`src/rtl/seg7_pkg.sv`:
```
// Shared constants and helpers for the seg7 display scanner.
// Optional feature macro used by seg7_scan: SEG7_LEADING_ZERO_BLANK_EN.
package seg7_pkg;

    localparam int MAX_DIGITS          = 8;
    localparam int DEFAULT_REFRESH_DIV = 100000;

    localparam logic [MAX_DIGITS-1:0] ANODE_OFF = '1;

    // Active-low anode pattern with only the selected digit driven.
    function automatic logic [MAX_DIGITS-1:0] anode_onehot_low(input logic [2:0] idx);
        return ~(MAX_DIGITS'(1) << idx);
    endfunction

endpackage

```
`src/rtl/seg7_scan_if.sv`:
```
// Bus between the display controller and the digit scanner.
interface seg7_scan_if
    import seg7_pkg::*;
#(
    parameter int NUM_DIGITS = MAX_DIGITS
);

    logic [4*NUM_DIGITS-1:0] value;
    logic                    load;
    logic [NUM_DIGITS-1:0]   digit_en;
    logic [3:0]              val;
    logic [NUM_DIGITS-1:0]   an;
    logic                    frame_done;
    logic                    pending;

    modport master (
        output value, load, digit_en,
        input  val, an, frame_done, pending
    );

    modport slave (
        input  value, load, digit_en,
        output val, an, frame_done, pending
    );

endinterface

```
`src/rtl/seg7_tick_gen.sv`:
```
// Free-running prescaler producing a one-cycle tick every REFRESH_DIV clocks.
module seg7_tick_gen
    import seg7_pkg::*;
#(
    parameter int REFRESH_DIV = DEFAULT_REFRESH_DIV
) (
    input  logic clk,
    input  logic rst,
    output logic tick
);

    localparam int CW = $clog2(REFRESH_DIV);

    logic [CW-1:0] count;

    assign tick = (count == CW'(REFRESH_DIV - 1));

    always_ff @(posedge clk) begin
        if (rst)
            count <= '0;
        else if (tick)
            count <= '0;
        else
            count <= count + CW'(1);
    end

endmodule

```
`src/rtl/seg7_scan.sv`:
```
// Time-multiplexed hex digit scanner feeding a registered 7-segment decoder.
// Define SEG7_LEADING_ZERO_BLANK_EN to blank leading zero digits.
module seg7_scan
    import seg7_pkg::*;
#(
    parameter int NUM_DIGITS  = MAX_DIGITS,
    parameter int REFRESH_DIV = DEFAULT_REFRESH_DIV
) (
    input  logic        clk,
    input  logic        rst,
    seg7_scan_if.slave  bus
);

    localparam int W     = 4 * NUM_DIGITS;
    localparam int IDX_W = $clog2(NUM_DIGITS);

    logic                  tick;
    logic [IDX_W-1:0]      idx, idx_next;
    logic [W-1:0]          active, active_next;
    logic [W-1:0]          shadow, shadow_next;
    logic                  pending, pending_next;
    logic [3:0]            val, val_next;
    logic [NUM_DIGITS-1:0] an, an_next;
    logic                  running;
    logic                  last_idx, wrap;
    logic [NUM_DIGITS-1:0] lit;
    logic [MAX_DIGITS-1:0] an_sel;

    seg7_tick_gen #(.REFRESH_DIV(REFRESH_DIV)) u_tick (
        .clk  (clk),
        .rst  (rst),
        .tick (tick)
    );

    assign last_idx = (idx == IDX_W'(NUM_DIGITS - 1));
    assign wrap     = tick && last_idx;

`ifdef SEG7_LEADING_ZERO_BLANK_EN
    // A digit stays lit if it or any more significant digit is non-zero.
    always_comb begin
        lit    = '0;
        lit[0] = 1'b1;
        for (int i = 1; i < NUM_DIGITS; i++)
            lit[i] = |(active >> (4 * i));
    end
`else
    assign lit = '1;
`endif

    // Loads landing on the wrap tick bypass the shadow so the new frame starts clean.
    always_comb begin
        idx_next     = idx;
        active_next  = active;
        shadow_next  = shadow;
        pending_next = pending;
        val_next     = val;
        an_sel       = anode_onehot_low(3'(idx));
        an_next      = '1;

        if (tick)
            idx_next = last_idx ? '0 : idx + IDX_W'(1);

        if (wrap) begin
            if (bus.load) begin
                active_next  = bus.value;
                shadow_next  = bus.value;
                pending_next = 1'b0;
            end else if (pending) begin
                active_next  = shadow;
                pending_next = 1'b0;
            end
        end else if (bus.load) begin
            shadow_next  = bus.value;
            pending_next = 1'b1;
        end

        if (tick)
            val_next = active_next[{idx_next, 2'b00} +: 4];

        if (running && bus.digit_en[idx] && lit[idx])
            an_next = an_sel[NUM_DIGITS-1:0];
    end

    always_ff @(posedge clk) begin
        if (rst) begin
            idx     <= '0;
            active  <= '0;
            shadow  <= '0;
            pending <= 1'b0;
            val     <= '0;
            an      <= '1;
            running <= 1'b0;
        end else begin
            idx     <= idx_next;
            active  <= active_next;
            shadow  <= shadow_next;
            pending <= pending_next;
            val     <= val_next;
            an      <= an_next;
            running <= running | tick;
        end
    end

    assign bus.val        = val;
    assign bus.an         = an;
    assign bus.pending    = pending;
    assign bus.frame_done = wrap;

endmodule

```
`src/flat_wrapper.sv`:
```
// flat-port wrapper written by rule: the top's interface ports become plain ports
module seg7_scan_flat import seg7_pkg::*;
#(
    parameter int NUM_DIGITS  = MAX_DIGITS,
    parameter int REFRESH_DIV = DEFAULT_REFRESH_DIV
)
  (clk, rst, bus_value, bus_load, bus_digit_en, bus_val, bus_an, bus_frame_done, bus_pending);
  seg7_scan_if #(.NUM_DIGITS(NUM_DIGITS)) bus_i ();
  input  logic clk;
  input  logic rst;
  input wire logic [$bits(bus_i.value)-1:0] bus_value;
  input wire logic [$bits(bus_i.load)-1:0] bus_load;
  input wire logic [$bits(bus_i.digit_en)-1:0] bus_digit_en;
  output wire logic [$bits(bus_i.val)-1:0] bus_val;
  output wire logic [$bits(bus_i.an)-1:0] bus_an;
  output wire logic [$bits(bus_i.frame_done)-1:0] bus_frame_done;
  output wire logic [$bits(bus_i.pending)-1:0] bus_pending;
  assign bus_i.value = bus_value;
  assign bus_i.load = bus_load;
  assign bus_i.digit_en = bus_digit_en;
  assign bus_val = bus_i.val;
  assign bus_an = bus_i.an;
  assign bus_frame_done = bus_i.frame_done;
  assign bus_pending = bus_i.pending;
  seg7_scan #(.NUM_DIGITS(NUM_DIGITS), .REFRESH_DIV(REFRESH_DIV)) u_core (.clk(clk), .rst(rst), .bus(bus_i));
endmodule
```
`config.mk`:
```
export PLATFORM = sky130hd
export DESIGN_NAME = seg7_scan_flat
export DESIGN_NICKNAME = d
export VERILOG_FILES = /design/src/rtl/seg7_pkg.sv /design/src/rtl/seg7_scan_if.sv /design/src/rtl/seg7_tick_gen.sv /design/src/rtl/seg7_scan.sv /design/src/flat_wrapper.sv
export SDC_FILE = /design/constraint.sdc
export NUM_CORES = 1
export LEC_CHECK = 0
export CORE_UTILIZATION = 60
export CTS_CLUSTER_DIAMETER = 80
export DETAILED_ROUTE_END_ITERATION = 7
export PLACE_DENSITY = 0.85
export SLEW_MARGIN = 20
export SYNTH_ARGS = -nofsm -noshare
export SYNTH_HDL_FRONTEND = slang
export SYNTH_SLANG_ARGS = --single-unit
```
`constraint.sdc`:
```
create_clock -name clk -period 5.9 [get_ports clk]
set_clock_uncertainty 0.1 [all_clocks]
set_input_delay 0.885 -clock clk [delete_from_list [all_inputs] [get_ports clk]]
set_output_delay 0.885 -clock clk [all_outputs]
set_load 0.03 [all_outputs]
```
# Yosys cells after proc, flatten, opt, wreduce, memory -nomap -nowiden
# Memory sizes are Yosys's and may differ from the RTL's. A register that Yosys moved wholly into a read port is not among the register bits.
# Cells that the tools add are included.
# totals
romBits	8
ram_bits	0
memories	1
register_bits	98
output_inout_bits	14
latch_bits	0
inputBits	43
word_cells	34
# op_classes
addsub	2
div_mod_pow	0
order_cmp	1
multipliers	0
muxes	9
reduce_logical	6
eq_ne	2
shifts	2
bitwise	3
# mem_list
memory	words	width	read_ports	rd_ports_with_merged_regs	wr	line_no	text
(name not given)	8	1	1	1	0	seg7_scan.sv:80	if (running && bus.digit_en[idx] && lit[idx])
# ops
operator	count
two-way mux 32 bit	3
indexed part select 32 x 6 -> 4 bit	1
adder 17 x 1 -> 17 bit, second input constant	1
== test 17 bit, second input constant	1
two-way mux 3 bit	3
inverter 8 bit	1
left shift 1 x 3 -> 8 bit, first input constant	1
OR reduction 2 bit	3
less-than comparator 3 x 4 -> 1 bit, second input constant	1
adder 3 x 1 -> 3 bit, second input constant	1
binary-select mux 1 bit (select 3 bit)	1
== test 3 bit, second input constant	1
logical AND 1 bit	3
two-way mux 1 bit	2
inverter 1 bit	1
bitwise OR 1 bit	1

# Logic depth before layout (Yosys ltp)
# depth
ltp_word	6
mapped_depth	10
depth_no_buf	8

# By module
# A second synthesis with hierarchy kept.
# unflattened
cells_unflattened	466
area_unflattened_um2	4505.6
# modules_own_cells
mod	seq_area_each_um2	n_inst	area_each_um2	cells_each
seg7_scan	1621.6	1	3708.6	378
seg7_tick_gen	340.3	1	797.0	88

# Least setup slack after synthesis
# Ideal clock, no wire load.
# synth_path
kind	register to output
start	reg u_core.u_tick.count[8]
end	out bus_frame_done
setup_slack_ns	3.010
required_ns	4.915
path_stages_with_launch	6
t_arrival_ns	1.905
path_buffers	2
path_cell_list	dfxtp_1 or4_4 nor4_4 and2_1 buf_2 buf_2
# synth_between
elab_chain_cells	2
# synth_lines
element	line_no	text
from (decl)	seg7_tick_gen.sv:14	logic [CW-1:0] count;
from (signal assigned)	seg7_tick_gen.sv:24	count <= count + CW'(1);
== test 17 bit	seg7_tick_gen.sv:16	assign tick = (count == CW'(REFRESH_DIV - 1));
logical AND 1 bit	seg7_scan.sv:36	assign wrap = tick && last_idx;
to (decl)	flat_wrapper.sv:16	output wire logic [$bits(bus_i.frame_done)-1:0] bus_frame_done;
# No other way between the ends.

# Final worst setup path
# layout_path
start	reg u_core.u_tick.count[0]
end	out bus_frame_done
# The elaborated chain is that of the path after synthesis.

==> flow_summary.ini <==
[place]
preCtsSetupSlack_ps = 2060
dp_hpwl_mm = 7.31
gp_congestion = 0.810
placedInstanceArea_um2 = 5130
io_buffers = 56

[timing]
finalHoldViolations = 0
rsz0062_at_grt = false
slew_headroom_pct = 30.9
fin_crit_ps = 4260
fmax_mhz = 235
tns_ps = 0
min_period_over_period_pct = 72.3
slew_violations = 0
finalWorstSetupSlack_ps = 1640
worst_pin_slew_ps = 1010
setup_viol = 0

[synthesis]
synth-async-reset-ratio_pct = 0
synth.area.top_cells = dfxtp_1 (43%), mux2i_1 (7.7%), nor2_1 (7.0%), and2_1 (4.0%), o22ai_1 (2.5%)
synth_ff_type = dfxtp_1
mappedNetlistArea_um2 = 4580
synth_cells = 512
yosys_warnings = 0
yosysUniqueCellTypes = 50
yosysTopAreaCellShare_pct = 42.9
synth_area_per_cell_um2 = 8.94
synth_edf_count = 0
synth_largest_area_cell = dfxtp_1
ys_seq_area_share_pct = 42.9
syn-num-nets = 562
synth_seq_cells = 98

[worst_setup_path]
cp_top_family = simple AND/OR/NAND/NOR gates
critPathCaptureType = primary output
worstSetupStartpointType = register
worst_ep_arrival_time_ps = 3280
path_buf_inv = 2
critPathMaxFanout = 25
slowest_delay_ps = 780
worstPathCellList = ha_1, nand4_1, nor4_4, buf_4, and2_1, clkdlybuf4s50_1
crit_slowest_cell = clkdlybuf4s50_1
criticalPathCategory = register to primary output
cp.required_ps = 4910

[global_route]
grt_max_degree = 63
grt_pass1_wl_mm = 17.7
grt-ovfl-total = 0
antenna_found_initial = 0
grt_pass1_vias = 3826
grt_usage_pct = 28.9

[power]
ir_drop_mv = 0.174
p_leak_uw = 0.00197
power.density_nw_per_um2 = 229
total_power_uw = 1220

[final_layout]
layout.nets = 597
fin_area_um2 = 5330
utilization_pct = 72.7
fillers = 548
antenna_cells = 0
drive_above_1_share_pct = 5.80
area.growth.synth_to_final_pct = 16.5

[clock_network]
cts_buffers = 9
post_cts_buffers = 0
ctsHoldBuffers = 0
cts_resized = 0
clock_latency_ps = 370
clkSinkCount = 98
cts_tree = built
cts.reportedPaths.clkPinSlew_ps = 100
root_buffer = clkbuf_8
htreeDepth = 3
clockBufferDepth = 2

[detailed_routing]
drtIter0Drc = 290
vias = 3975
antenna_left = 0
first_pass_iters = 5
drc = 0
routed_wl_mm = 10.7
via_per_inst = 6.11
post_drt_wl_per_cell_um = 16.5

[floorplanning]
start_util_pct = 62.4
rows = 31
die_x_um = 89.3
core_area_um2 = 7330
pin_count = 57
die-area_um2 = 7980
die_y_um = 89.3

[run]
maxCapViolations = 0

[run_status]
outcome = completed

[min_path]
hold_class = register to register
synth_stat cells (2+ instances only):
master and instances:
o22ai_1 18, and2_1 29, and3_1 7, a22oi_1 7
mux4_2 2, xnor2_1 2, o21ai_0 8, nand4_1 4
nor4_4 2, mux2_2 2, dfxtp_1 98, a32oi_1 7
a41oi_1 10, clkbuf_1 25, nor2_1 85, a221oi_1 6
o31a_1 3, inv_1 14, or3_1 2, o21ai_1 2
o31ai_1 2, nand3_1 10, o211ai_1 3, xor2_1 11
nor2b_1 3, nand4b_1 5, ha_1 7, mux2i_1 35
or2_2 2, a32o_1 10, nand2_1 28, nor3_1 17
o2111ai_1 2, a221o_1 6, buf_2 9, and4_1 3
a21oi_1 13
layout make-up:
cell class              count  area [um^2]  share of cell area (%)
clock inverters             6         66.3                    1.24
flip-flops and latches     98         1960                    36.8
multi-input cells         364         2410                    45.3
repair buffers             60          583                    10.9
clock buffers              10          128                    2.39
inverters                  14         52.6                   0.986
well taps                  99          124                    2.32
state kept, by name (all words and copies together) (netlist names):
register / cells
u_core.bus.pending: 1
u_core.running: 1
u_core.bus.val: 4
u_core.idx: 3
u_core.bus.an: 8
u_core.u_tick.count: 17
u_core.active: 32
u_core.shadow: 32
where the power goes:
group | leakage, uW | switching [uW] | internal (uW)
Clock | 0.0000889 | 237 | 197
Sequential | 0.000797 | 8.62 | 676
Combinational | 0.00109 | 51.4 | 49.5
Total | 0.00197 | 297 | 923
logic make-up after synthesis:
| family | Yosys count | synth area share (%) |
|---|---|---|
| XOR/XNOR | 13 | 2.49 |
| buffers and inverters | 50 | 4.43 |
| AND/OR/NAND/NOR | 201 | 21.9 |
| AO/OA/AOI/OAI | 103 | 16.9 |
| flip-flops | 98 | 42.9 |
| adder cells (fa/ha/maj) | 7 | 1.91 |
| multiplexers | 40 | 9.46 |
path summary, 6_finish.rpt:
check / startpoint / endpoint / slack [ps] / depth (start not counted)
setup reg to reg: u_core.u_tick.count[0] / u_core.bus.val[3] / 2290 / 8
hold / removal: u_core.bus.val[1] / u_core.bus.val[1] / 380 / 2
hold reg to reg: u_core.bus.val[1] / u_core.bus.val[1] / 380 / 2
setup / recovery: u_core.u_tick.count[0] / bus_frame_done / 1640 / 6
placed cells by master, fill, tap and decap left out, types with 8 or more instances in the layout:
cell	netlist	layout
dfxtp_1	98	98
nor2_1	85	84
clkdlybuf4s50_1	0	54
mux2i_1	35	35
and2_1	29	29
nand2_1	28	28
o22ai_1	18	18
nor3_1	17	17
inv_1	14	14
a21oi_1	13	13
xor2_1	11	11
nand3_1	10	10
a41oi_1	10	10
a32o_1	10	10
clkbuf_8	0	9
o21ai_0	8	8
metrics by stage:
stage | hold slack [ps] | std cells
floorplan | 330 | 512
global placement | 344 | 635
detailed placement | 357 | 635
CTS | 379 | 651
global route | 402 | 651
finish | 380 | 651
per-layer routing:
metal | vias up | wire (um) | track usage, %
met5 | - | 0 | 0
met1 | 1879 | 4570 | 35.8
met4 | 0 | 149 | 9.96
met3 | 17 | 610 | 6.74
met2 | 156 | 5420 | 49.4
li1 | 1923 | - | -
worst min-delay path, cell delays in order, from the launching register on:
cell and delay [ps]:
dfxtp_1 340, nand2_1 50, o21ai_1 50
(Power assumes the default switching activity.)
